<file path="src/rtl/dmem_pkg.sv">
// Shared definitions for the data-memory arbiter: FSM state encoding and default geometry.
package dmem_pkg;

  localparam int DEF_AW = 6;
  localparam int DEF_DW = 32;

  typedef enum logic [1:0] {
    STATE_IDLE   = 2'd0,
    STATE_BUSY_P = 2'd1,
    STATE_BUSY_D = 2'd2
  } state_t;

endpackage

</file>
<file path="src/rtl/dmem_rr_guard.sv">
// Grant decision for the data-memory arbiter: P has priority unless D has been passed over STARVE times.
module dmem_rr_guard #(
  parameter int STARVE = 4
) (
  input  logic clk,
  input  logic rst,
  input  logic arb_en,
  input  logic p_ok,
  input  logic d_req,
  output logic p_win,
  output logic d_win
);

  localparam int CW = $clog2(STARVE + 1);

  logic [CW-1:0] starve_cnt;
  logic          starved;

  assign starved = (starve_cnt == CW'(STARVE));

  always_comb begin
    d_win = arb_en && d_req && (!p_ok || starved);
    p_win = arb_en && p_ok && !(d_req && starved);
  end

  always_ff @(posedge clk or negedge rst) begin
    if (!rst) begin
      starve_cnt <= '0;
    end else if (d_win) begin
      starve_cnt <= '0;
    end else if (p_win && d_req && !starved) begin
      starve_cnt <= starve_cnt + CW'(1);
    end
  end

endmodule

</file>
<file path="src/rtl/dmem_arbiter.sv">
// Shares the single-port data memory between the MEM stage (P) and the debug/loader port (D),
// with starvation protection for D, out-of-range guarding for P and an ack timeout.
module dmem_arbiter
  import dmem_pkg::*;
#(
  parameter int AW     = DEF_AW,
  parameter int DW     = DEF_DW,
  parameter int STARVE = 4,
  parameter int TMO    = 15
) (
  input  logic          clk,
  input  logic          rst,
  input  logic          p_req,
  input  logic          p_we,
  input  logic [31:0]   p_addr,
  input  logic [DW-1:0] p_wdata,
  output logic [DW-1:0] p_rdata,
  output logic          p_stall,
  input  logic          d_req,
  input  logic          d_we,
  input  logic [AW-1:0] d_addr,
  input  logic [DW-1:0] d_wdata,
  output logic          d_done,
  output logic [DW-1:0] d_rdata,
  output logic          m_req,
  output logic          m_we,
  output logic [AW-1:0] m_addr,
  output logic [DW-1:0] m_wdata,
  input  logic          m_ack,
  input  logic [DW-1:0] m_rdata,
  output logic          err
);

  localparam int TW = $clog2(TMO + 1);

  state_t        state;
  logic [TW-1:0] tmo_cnt;
  logic          p_oor;
  logic          p_ok;
  logic          p_win;
  logic          d_win;
  logic          busy;
  logic          busy_p;
  logic          tmo_hit;
  logic          p_abort;

  assign p_oor   = p_req && (p_addr[31:AW] != '0);
  assign p_ok    = p_req && !p_oor;
  assign busy    = (state == STATE_BUSY_P) || (state == STATE_BUSY_D);
  assign busy_p  = (state == STATE_BUSY_P);
  assign tmo_hit = busy && !m_ack && (tmo_cnt == TW'(TMO - 1));
  assign p_abort = busy_p && tmo_hit;

  // An aborted or out-of-range P access releases the stall with zero data, like a completed load.
  assign p_stall = p_req && !(busy_p && m_ack) && !p_oor && !p_abort;
  assign p_rdata = (p_oor || p_abort) ? '0 : m_rdata;

  dmem_rr_guard #(
    .STARVE(STARVE)
  ) u_guard (
    .clk   (clk),
    .rst   (rst),
    .arb_en(state == STATE_IDLE),
    .p_ok  (p_ok),
    .d_req (d_req),
    .p_win (p_win),
    .d_win (d_win)
  );

  always_ff @(posedge clk or negedge rst) begin
    if (!rst) begin
      state   <= STATE_IDLE;
      tmo_cnt <= '0;
      m_req   <= 1'b0;
      m_we    <= 1'b0;
      m_addr  <= '0;
      m_wdata <= '0;
      d_done  <= 1'b0;
      d_rdata <= '0;
      err     <= 1'b0;
    end else begin
      d_done <= 1'b0;
      if (p_oor) err <= 1'b1;
      case (state)
        STATE_IDLE: begin
          tmo_cnt <= '0;
          if (p_win) begin
            state   <= STATE_BUSY_P;
            m_req   <= 1'b1;
            m_we    <= p_we;
            m_addr  <= p_addr[AW-1:0];
            m_wdata <= p_wdata;
          end else if (d_win) begin
            state   <= STATE_BUSY_D;
            m_req   <= 1'b1;
            m_we    <= d_we;
            m_addr  <= d_addr;
            m_wdata <= d_wdata;
          end
        end
        STATE_BUSY_P, STATE_BUSY_D: begin
          if (m_ack) begin
            m_req <= 1'b0;
            state <= STATE_IDLE;
            if (state == STATE_BUSY_D) begin
              d_done <= 1'b1;
              if (!m_we) d_rdata <= m_rdata;
            end
          end else if (tmo_hit) begin
            m_req <= 1'b0;
            state <= STATE_IDLE;
            err   <= 1'b1;
            if (state == STATE_BUSY_D) begin
              d_done  <= 1'b1;
              d_rdata <= '0;
            end
          end else begin
            tmo_cnt <= tmo_cnt + TW'(1);
          end
        end
        default: state <= STATE_IDLE;
      endcase
    end
  end

endmodule

</file>
<file path="config.mk">
export PLATFORM = sky130hd
export DESIGN_NAME = dmem_arbiter
export DESIGN_NICKNAME = d
export VERILOG_FILES = /design/src/rtl/dmem_pkg.sv /design/src/rtl/dmem_rr_guard.sv /design/src/rtl/dmem_arbiter.sv
export SDC_FILE = /design/constraint.sdc
export NUM_CORES = 1
export LEC_CHECK = 0
export CAP_MARGIN = 10
export CORE_ASPECT_RATIO = 1.1
export CORE_UTILIZATION = 37
export DETAILED_ROUTE_END_ITERATION = 12
export PLACE_DENSITY = 0.8
export SLEW_MARGIN = 15
export SYNTH_ARGS = -nofsm -noshare
export SYNTH_HDL_FRONTEND = slang
export SYNTH_SLANG_ARGS = --single-unit
</file>
<file path="constraint.sdc">
create_clock -name clk -period 2.7 [get_ports clk]
set_clock_uncertainty 0.15 [all_clocks]
set_input_delay 0.54 -clock clk [delete_from_list [all_inputs] [get_ports clk]]
set_output_delay 0.54 -clock clk [all_outputs]
set_load 0.05 [all_outputs]
</file>
==> impl_metrics.json, run 1 <==
{
  "async_flop_share": 1.000,
  "peakVddDrop_v": 0.0007439,
  "synth_most_common_cell": "dfrtp_1",
  "cts_buffers": 9,
  "synth_edf_count": 0,
  "synthTopCellsByCount": "dfrtp_1 (83), nand2_1 (79), a221o_1 (39)",
  "htree_levels": 3,
  "max_slew.worst_pin.slew_ps": 604.1,
  "syn_nets": 559,
  "tns_ps": -1457,
  "startpoint": "p_addr[22]",
  "slew_violations": 0,
  "crit_chain": "clkbuf_2, nor4_2, buf_4, nand3_2, o21ai_2, a21boi_4, buf_6, buf_16, and2_4, buf_12",
  "stdcell_count": 825,
  "power_per_cell_area_nw_per_um2": 1039,
  "place_area_um2": 7206,
  "finalPower_w": 0.008072,
  "synth_area_um2": 4019,
  "ys_ff_latch": 83,
  "fmax_mhz": 362.2,
  "worstHoldPathType": "primary input to asynchronous set/reset pin",
  "drt_first_pass_iters": 4,
  "grt_setup_unrepaired": "yes",
  "placedCellCount": 796,
  "grtUsageTotal": 0.2598,
  "die-area_um2": 11280,
  "finalHoldViolations": 0,
  "final_layout_size_suffix_gt1_frac": 0.2423,
  "synthDominantCellAreaShare": 0.5168,
  "grt_pass1_vias": 4494,
  "design_area_um2": 7766,
  "finalCritPeriodShare": 1.023,
  "cts_sinks": 83,
  "antenna_found_initial": 1,
  "fin_ws_ps": -60.90,
  "clk_latency_ps": 330,
  "crit_end": "p_rdata[9]",
  "synth_cells": 409,
  "cts_root_buf": "clkbuf_16",
  "pre_cts_slack_ps": -487.4,
  "nets": 826,
  "area_growth_pct": 93.24,
  "synth.distinct_cells": 37,
  "cp.arrival_ps": 2070,
  "hpwlAfterDp_um": 10420,
  "r2r-end": "d_rdata[16]",
  "die_height_um": 111.3,
  "rows": 39,
  "path_class": "primary input to primary output",
  "cts_tree": "built",
  "synth_area_leaders": "dfrtp_1 (52%), a221o_1 (9.7%), nand2_1 (7.4%)",
  "critPathLaunchType": "primary input",
  "gp_congestion": 0.8366,
  "reg2reg_depth": 9,
  "violations": "negative setup slack",
  "via_count": 4371,
  "yosys.area.top_type": "dfrtp_1",
  "slew_headroom": 0.5960,
  "clock_path_buffers": 2,
  "grt_pass1_wl_um": 22520,
  "r2r-start": "state[1]",
  "maxCapViolations": 0,
  "ant_nets": 0,
  "portBuffers": 247,
  "drc": 0,
  "slowest_delay_ps": 260,
  "first_iter_violations": 185,
  "period_minus_slack_ps": 2761,
  "finalWirelength_um": 14720,
  "status": "finished with violations",
  "start_util": 0.3831,
  "clk_pin_slew_ps": 60,
  "ys_seq_area_frac": 0.5168,
  "grt-ovfl-total": 0,
  "grt_max_degree": 65,
  "synth_flop_cell": "dfrtp_1",
  "yosysWarnings": 0,
  "synth_area_per_cell_um2": 9.826,
  "cp-end-kind": "primary output",
  "viasPerCell": 5.298,
  "required_ps": 2010,
  "p_leak_nw": 3.473,
  "wl_per_cell_um": 17.84,
  "crit_slowest_cell": "nor4_2",
  "setup_viol": 30,
  "die_w_um": 101.4,
  "cp_max_fo": 8,
  "io_pins": 248,
  "r2r_slack_ps": 250,
  "coreArea_um2": 10490
}
-- cells in the final DEF (no fill, tap or decap), types with 2 or more instances in the layout --
| cell | netlist | layout |
|---|---|---|
| nor4_4 | 0 | 4 |
| nor4_2 | 0 | 2 |
| clkbuf_2 | 0 | 6 |
| a21oi_1 | 3 | 2 |
| and2_4 | 0 | 32 |
| clkdlybuf4s50_1 | 0 | 186 |
| clkbuf_8 | 0 | 3 |
| o21ai_0 | 38 | 37 |
| buf_2 | 3 | 10 |
| buf_16 | 0 | 3 |
| a221o_1 | 39 | 39 |
| nor2b_1 | 2 | 2 |
| buf_6 | 3 | 5 |
| ha_4 | 0 | 2 |
| nand3_1 | 8 | 7 |
| a22o_1 | 2 | 2 |
| nand4_1 | 3 | 3 |
| clkbuf_16 | 0 | 9 |
| inv_1 | 6 | 3 |
| dfrtp_1 | 83 | 83 |
| o21ai_2 | 0 | 2 |
| nand2_1 | 79 | 79 |
| nor2_1 | 6 | 6 |
| clkdlybuf4s15_1 | 0 | 2 |
| and2_1 | 36 | 4 |
| dlygate4sd2_1 | 0 | 4 |
| buf_12 | 0 | 39 |
| clkinvlp_4 | 0 | 2 |
| buf_4 | 1 | 31 |
| ha_1 | 9 | 7 |
| inv_2 | 0 | 3 |
| a21oi_2 | 1 | 2 |
| and3_1 | 37 | 37 |
-- critical path: cells and delay by family --
kind,cells,cell delay (ps)
AND/OR/NAND/NOR,3,480
buffers and inverters,5,670
AO/OA/AOI/OAI,2,360
-- how the worst min path moves through the flow --
stage,startpoint,end,slack [ps],cells past startpoint
floorplan,rst,d_done,90,0
global placement,d_rdata[6],d_rdata[6],310,2
detailed placement,d_rdata[23],d_rdata[23],320,2
CTS,rst,m_wdata[4],40,1
global route,rst,m_wdata[4],70,1
finish,rst,m_wdata[4],30,1
-- metal layers --
metal | up-vias | global-route usage | wire length, µm
met5 | - | 0 | 0
met4 | 0 | 0.1034 | 442
met3 | 29 | 0.07629 | 1350
met2 | 257 | 0.4653 | 7431
met1 | 2081 | 0.2833 | 5492
li1 | 2004 | - | -
-- sequential cells by signal (all words and copies together) (netlist names) --
name and flops:
d_done 1, d_rdata 32, err 1, m_addr 6, m_req 1, m_wdata 32, m_we 1, state 2
tmo_cnt 4, u_guard.starve_cnt 3
-- through the flow --
stage,hold slack (ps),util
after floorplan,94.41,-
after global placement,312.4,0.6868
after detailed placement,319.8,0.6868
after CTS,41.20,0.7345
after global routing,68.76,0.7403
final,33.03,0.7403
-- report_power, final --
part           switching [W]  leakage [nW]  internal [W]
clock               0.000473         0.148      0.000792
combinational        0.00293          2.27       0.00174
sequential          0.000353          1.06       0.00179
-- what timing repair did --
item | CTS | global route
resized for setup | 118 | 23
setup buffers | 7 | 3
hold buffers | 0 | 0
pin swaps | 30 | 10
endpoints found under the setup margin | 65 | 33
cloned | 2 | 0
-- final cells by class --
class,count,area [µm²]
diodes,1,2.502
clock buffers,13,270.3
flip-flops and latches,83,2077
clock inverters,3,45.04
well taps,143,178.9
multi-input cells,289,2009
fillers,712,2725
inverters,6,22.52
repair buffers,287,3161
-- cell families (layout without fill, tap and decap cells) --
| logic type | after synthesis | after routing | synth area share |
|---|---|---|---|
| flops | 83 | 83 | 0.5168 |
| compound gates | 93 | 93 | 0.1743 |
| buf+inv | 37 | 309 | 0.04203 |
| mux | 1 | 1 | 0.002491 |
| other cells | 0 | 1 | 0 |
| fa+ha+maj | 9 | 9 | 0.02802 |
| simple gates | 186 | 186 | 0.2363 |
No activity file was read; power rests on OpenSTA's default activity.
==> run 2: changes to the inputs <==
- CORE_ASPECT_RATIO: 1.1 -> 1.2
- CTS_CLUSTER_DIAMETER: default -> 120
==> run 2 against run 1 <==
The run still ends with negative setup slack left. Sequential power barely moved. Global-route usage fell by 0.82 points. Routed wire length rose by 0.13%. First-iteration DRC count rose by 44%. Clock power fell by 4%. Critical path type unchanged.
==> impl_metrics.json, run 2 (synthesis gave the netlist of run 1 again) <==
{
  "finalHoldViolations": 0,
  "maxCapViolations": 0,
  "place_area_um2": 6758,
  "pre_cts_slack_ps": -455.6,
  "slew_headroom": 0.6334,
  "finalCritPeriodShare": 1.038,
  "slew_violations": 0,
  "grtUsageTotal": 0.2516,
  "power_per_cell_area_nw_per_um2": 1037,
  "clk_pin_slew_ps": 60,
  "top_layer": "met4",
  "wl_met2_um": 7634,
  "comb_power_share": 0.579,
  "nets": 844,
  "drt_first_pass_iters": 4,
  "mostFrequentLayoutCells": "clkdlybuf4s50_1 (185), dfrtp_1 (81), nand2_1 (79)",
  "wirelength_met1_um": 5502,
  "seqCellArea_um2": 2079,
  "nFillCells": 749,
  "tns_ps": -3026,
  "die_height_um": 116.2,
  "via_count": 4386,
  "gp_congestion": 0.7857,
  "worstHoldPathType": "primary input to asynchronous set/reset pin",
  "cts_root_buf": "clkbuf_16",
  "clk_latency_ps": 330,
  "grt-ovfl-total": 0,
  "violations": "negative setup slack",
  "antenna_found_initial": 1,
  "final_util": 0.7270,
  "wl_per_cell_um": 17.80,
  "largestRegisters": "d_rdata x32, m_wdata x32, m_addr x6",
  "p_leak_nw": 3.500,
  "cts_buffers": 9,
  "cp.arrival_ps": 2110,
  "clock_path_buffers": 2,
  "htree_levels": 3,
  "setup_viol": 33,
  "fmax_mhz": 356.7,
  "drc": 0,
  "period_minus_slack_ps": 2803,
  "die-area_um2": 11280,
  "first_iter_violations": 266,
  "grt_setup_unrepaired": "yes",
  "die_w_um": 97.14,
  "clkPwrFrac": 0.153,
  "io_pins": 248,
  "max_slew.worst_pin.slew_ps": 548.2,
  "fin_ws_ps": -103.3,
  "critPathLaunchType": "primary input",
  "hpwlAfterDp_um": 9847,
  "portBuffers": 247,
  "wl_met3_um": 1184,
  "final_layout_size_suffix_gt1_frac": 0.2564,
  "status": "finished with violations",
  "coreArea_um2": 10570,
  "design_area_um2": 7682,
  "cp_max_fo": 8,
  "grt_max_degree": 65,
  "switching_power_w": 0.003704,
  "swShare": 0.4647,
  "cp-end-kind": "primary output",
  "finalWirelength_um": 14740,
  "start_util": 0.3803,
  "cts_tree": "built",
  "grt_pass1_wl_um": 22290,
  "grt_pass1_vias": 4488,
  "area_growth_pct": 91.16,
  "viasPerCell": 5.297,
  "peakVddDrop_v": 0.0007123,
  "multi_input_area_um2": 2007,
  "finalPower_w": 0.007970,
  "cts_sinks": 83,
  "ant_nets": 0,
  "rows": 41,
  "internal-power_w": 0.004267,
  "hold_buffers": 0,
  "layout_commonest_cell": "clkdlybuf4s50_1",
  "path_class": "primary input to primary output",
  "required_ps": 2010,
  "p_seq_frac": 0.268
}
==> run 2: cell types whose count changed in the layout (fill, tap and decap cells not counted), moves of 2 or more <==
| cell | previous run | this run |
|---|---|---|
| dfrtp_1 | 83 | 81 |
| dfrtp_2 | 0 | 2 |
| buf_12 | 39 | 10 |
| clkdlybuf4s15_1 | 2 | 4 |
| clkbuf_2 | 6 | 1 |
| buf_6 | 5 | 10 |
| buf_2 | 10 | 13 |
| buf_4 | 31 | 48 |
| and2_2 | 0 | 6 |
| buf_16 | 3 | 0 |
| buf_8 | 0 | 25 |
| clkinvlp_4 | 2 | 0 |
| and2_4 | 32 | 26 |
==> run 2: worst paths after layout <==
check	startpoint	to	slack, ps	cells after the start
worst max-delay path	p_addr[19]	p_rdata[28]	-100	9
worst min-delay path	rst	d_rdata[1]	50	1
worst max register to register	state[1]	tmo_cnt[3]	530	7
worst min register to register	d_rdata[27]	d_rdata[27]	330	2
max in group asynchronous	rst	tmo_cnt[0]	1750	2
min in group clk	d_rdata[27]	d_rdata[27]	330	2
==> run 2: layout make-up <==
cell class / count / area share
clock buffers: 13 / 0.03388
clock inverters: 2 / 0.004560
well taps: 129 / 0.02101
repair buffers: 305 / 0.4054
inverters: 6 / 0.002932
flip-flops and latches: 83 / 0.2707
diodes: 1 / 0.0003257
multi-input cells: 289 / 0.2612
==> run 2: worst max-delay path: stages <==
cell	delay [ps]
clkbuf_2	100
nor4_2	280
nand4_1	180
o21ai_2	210
a21boi_4	220
buf_12	140
clkbuf_16	150
and2_4	140
buf_8	140
==> run 2: what timing repair did <==
item                                    4_1_cts  5_1_grt
pin swaps                                     9       19
endpoints found under the setup margin       34       34
gates cloned                                  2        1
gates resized for setup                     132       58
buffers inserted                             28        5
==> run 2: layer usage <==
| metal | up-vias | GRT usage |
|---|---|---|
| met4 | 0 | 0.09751 |
| li1 | 2046 | - |
| met5 | - | 0 |
| met1 | 2103 | 0.2770 |
| met3 | 34 | 0.08139 |
| met2 | 203 | 0.4545 |
==> run 2: through the flow <==
stage	std cells	hold WS (ps)
6_report	828	47.14
5_1_grt	828	84.25
4_1_cts	822	51.74
3_5_place_dp	778	322.5
3_3_place_gp	778	314.3
2_1_floorplan	409	94.41
==> run 2: power groups by stage <==
| stage | Sequential, W | Combinational, W | Clock [W] |
|---|---|---|---|
| after floorplan | 0.00396 | 0.000891 | 0 |
| after global placement | 0.00213 | 0.00435 | 0 |
| after detailed placement | 0.00213 | 0.00441 | 0 |
| after CTS | 0.00213 | 0.00453 | 0.00124 |
| after global routing | 0.00220 | 0.00484 | 0.00131 |
| final | 0.00213 | 0.00461 | 0.00122 |
==> edit, RTL diff (flow settings as in run 1) <==
The parameter `TMO` goes from 15 to 17.
--- a/src/rtl/dmem_arbiter.sv
+++ b/src/rtl/dmem_arbiter.sv
@@ -6,7 +6,7 @@
   parameter int AW     = DEF_AW,
   parameter int DW     = DEF_DW,
   parameter int STARVE = 4,
-  parameter int TMO    = 15
+  parameter int TMO    = 17
 ) (
   input  logic          clk,
   input  logic          rst,
Behaviour: same outputs for any inputs over 4 cycles, from zero or initial values and one cycle with rst low; that may be too few to reach the edited logic, so the function may still have changed.
==> edit against run 1 <==
The run still ends with setup timing left. Via count is 0.16% higher. Combinational power decreased by 6.0%. Synthesized cell count fell by 0.49%. Worst setup slack got worse by 68 ps. Count of clock-buffer cells in the layout shrank 4. Sequential cell count is 1 higher. Global-route usage up 2.5 points. Area after synthesis rose by 1.5%. Routed wire length grew 8.4%. Cell count grew 0.73%. Total power fell by 4.8%. Final area is 1.9% higher. Critical path type unchanged. Critical endpoint is now p_rdata[14].
==> edit: results (changes against run 1) <==
Outcome:
- Result of the run: complete, but fails checks (unchanged).
- Failing checks: setup timing (unchanged).

Placed design:
- The HPWL after detailed placement was 11,000 µm (was 10,400 µm).
- The weighted congestion reported at the end of routability-driven placement was 0.856 (was 0.837).
- The number of placed instances with taps included is 795 (was 796).

Worst setup path:
- The gate family responsible for the most delay along the worst path is simple AND/OR/NAND/NOR gates (was buffers and inverters).
- The maximum fanout along the worst path is 8 (unchanged).
- The data arrival time of the worst path was 2140 ps (was 2070 ps).
- The longest individual stage delay on the worst path is 310 ps (was 260 ps).
- The standard cell with the maximum stage delay on the critical path is nor4_4 (was nor4_2).

Timing:
- The count of final setup violators is 32 (was 30).
- The worst max-slew margin expressed relative to the limit is 0.629 (was 0.596).
- The worst setup margin was -128 ps (was -60.9 ps).

GRT:
- The number of global-route vias before repair is 4,680 (was 4,494).
- The global-route wire length before repair was 24,600 µm (was 22,500 µm).
- The number of antenna violations at the first check in global routing is 0 (was 1).
- The all-layer global routing usage is 0.285 (was 0.260).
- The largest net degree at the start of global routing is 65 (unchanged).

Final layout:
- The number of inserted filler cells in the final layout was 707 (was 712).
- The post-route non-filler standard cell count is 831 (was 825).
- The count of inserted antenna diode cells was 0 (was 1).
- The layout cell share with drive strength beyond 1 is 0.247 (was 0.242).

Synthesis:
- The library cell occupying the most area in the post-synthesis netlist is dfrtp_1 (unchanged).
- The sequential element share of the synthesized area is 0.515 (was 0.517).
- Leading cell types by count after synthesis: dfrtp_1 (84), nand2_1 (75), and2_1 (44) (was dfrtp_1 (83), nand2_1 (79), a221o_1 (39)).
- Cell types with the largest area share after synthesis: dfrtp_1 (52%), a221o_1 (9.6%), nand2_1 (6.9%), and2_1 (6.7%), o21ai_0 (4.5%) (was dfrtp_1 (52%), a221o_1 (9.7%), nand2_1 (7.4%), and3_1 (5.8%), and2_1 (5.6%)).
- The post-synthesis async set-or-reset flop share is 1.00 (unchanged).
- The per-instance average area after synthesis is 10.0 µm² (was 9.83 µm²).
- The synthesized netlist net count was 557 (was 559).
- The number of library cell types mapped by synthesis is 36 (was 37).

Drt:
- The mean routed wirelength per cell is 19.2 µm (was 17.8 µm).
- The starting DRC count in detailed routing was 172 (was 185).
- The number of iterations in the first detailed-routing pass is 5 (was 4).
- The via total after detailed routing is 4,378 (was 4,371).

Pwr:
- The switching power share of the total is 0.451 (was 0.465).
- The reported leakage power is 0.00344 µW (was 0.00347 µW).
- The largest vdd supply drop was 0.000674 V (was 0.000744 V).

Clock tree:
- The maximum buffer depth of the clock tree is 2 (unchanged).
- The cell at the root of the clock tree is clkbuf_16 (unchanged).
edit: per-stage QoR:
step / instance area, µm² / power, µW / setup slack (ps) / hold WS [ps] / setup TNS, ps
after floorplan: 4130 / 4530 / -29.3 / 94.4 / -791
after global placement: 7270 / 6110 / -404 / 309 / -18630
after detailed placement: 7270 / 6210 / -421 / 308 / -19940
after CTS: 7830 / 7610 / -198 / 49.3 / -4210
after global routing: 7910 / 8030 / -186 / 75.7 / -4930
final: 7910 / 7690 / -128 / 38.5 / -2890
edit: layer usage:
| metal | share of wire | track usage | up-vias |
|---|---|---|---|
| met4 | 0.047 | 0.152 | 0 |
| met5 | 0 | 0 | - |
| met3 | 0.10 | 0.0953 | 47 |
| met2 | 0.50 | 0.500 | 245 |
| li1 | - | - | 1981 |
| met1 | 0.35 | 0.296 | 2105 |
edit: repair_timing:
| action | in CTS | in global routing |
|---|---|---|
| setup buffers | 12 | 8 |
| endpoints found under the hold margin | 0 | 0 |
| gates resized for setup | 115 | 22 |
| gates cloned | 3 | 0 |
| setup endpoints to repair | 33 | 33 |
| pin swaps | 25 | 17 |
edit: worst paths after layout:
check	from	to	slack (ps)	cells past startpoint
worst max register to register	tmo_cnt[0]$_DFFE_PN0P_	d_rdata[27]$_DFFE_PN0P_	410	9
max in group asynchronous	rst	m_wdata[0]$_DFFE_PN0P_	1720	2
min in group clk	u_guard.starve_cnt[2]$_DFFE_PN0P_	u_guard.starve_cnt[2]$_DFFE_PN0P_	310	1
worst max-delay path	p_addr[8]	p_rdata[14]	-130	9
worst min-delay path	rst	m_wdata[20]$_DFFE_PN0P_	40	1
worst min register to register	u_guard.starve_cnt[2]$_DFFE_PN0P_	u_guard.starve_cnt[2]$_DFFE_PN0P_	310	1
edit: layout make-up:
cell class              count  area (µm²)  area share
clock buffers               9         225      0.0285
clock inverters             7        91.3      0.0115
inverters                   9        33.8     0.00427
multi-input cells         287        2060       0.260
flip-flops and latches     84        2100       0.266
well taps                 143         179      0.0226
repair buffers            292        3220       0.407
edit: logic make-up (layout without fill, tap and decap cells):
| group | after synthesis | count (layout) | share of synthesized area |
|---|---|---|---|
| mux | 2 | 2 | 0.00521 |
| compound gates | 96 | 96 | 0.181 |
| buf+inv | 36 | 317 | 0.0359 |
| simple gates | 180 | 180 | 0.235 |
| flops | 84 | 84 | 0.515 |
| fa+ha+maj | 9 | 9 | 0.0276 |
edit: power groups by stage:
stage	Sequential (µW)	Combinational (µW)	Clock, µW
2_1_floorplan	3580	948	0
3_3_place_gp	2000	4110	0
3_5_place_dp	2010	4210	0
4_1_cts	2010	4290	1320
5_1_grt	2070	4590	1370
6_report	2020	4380	1290
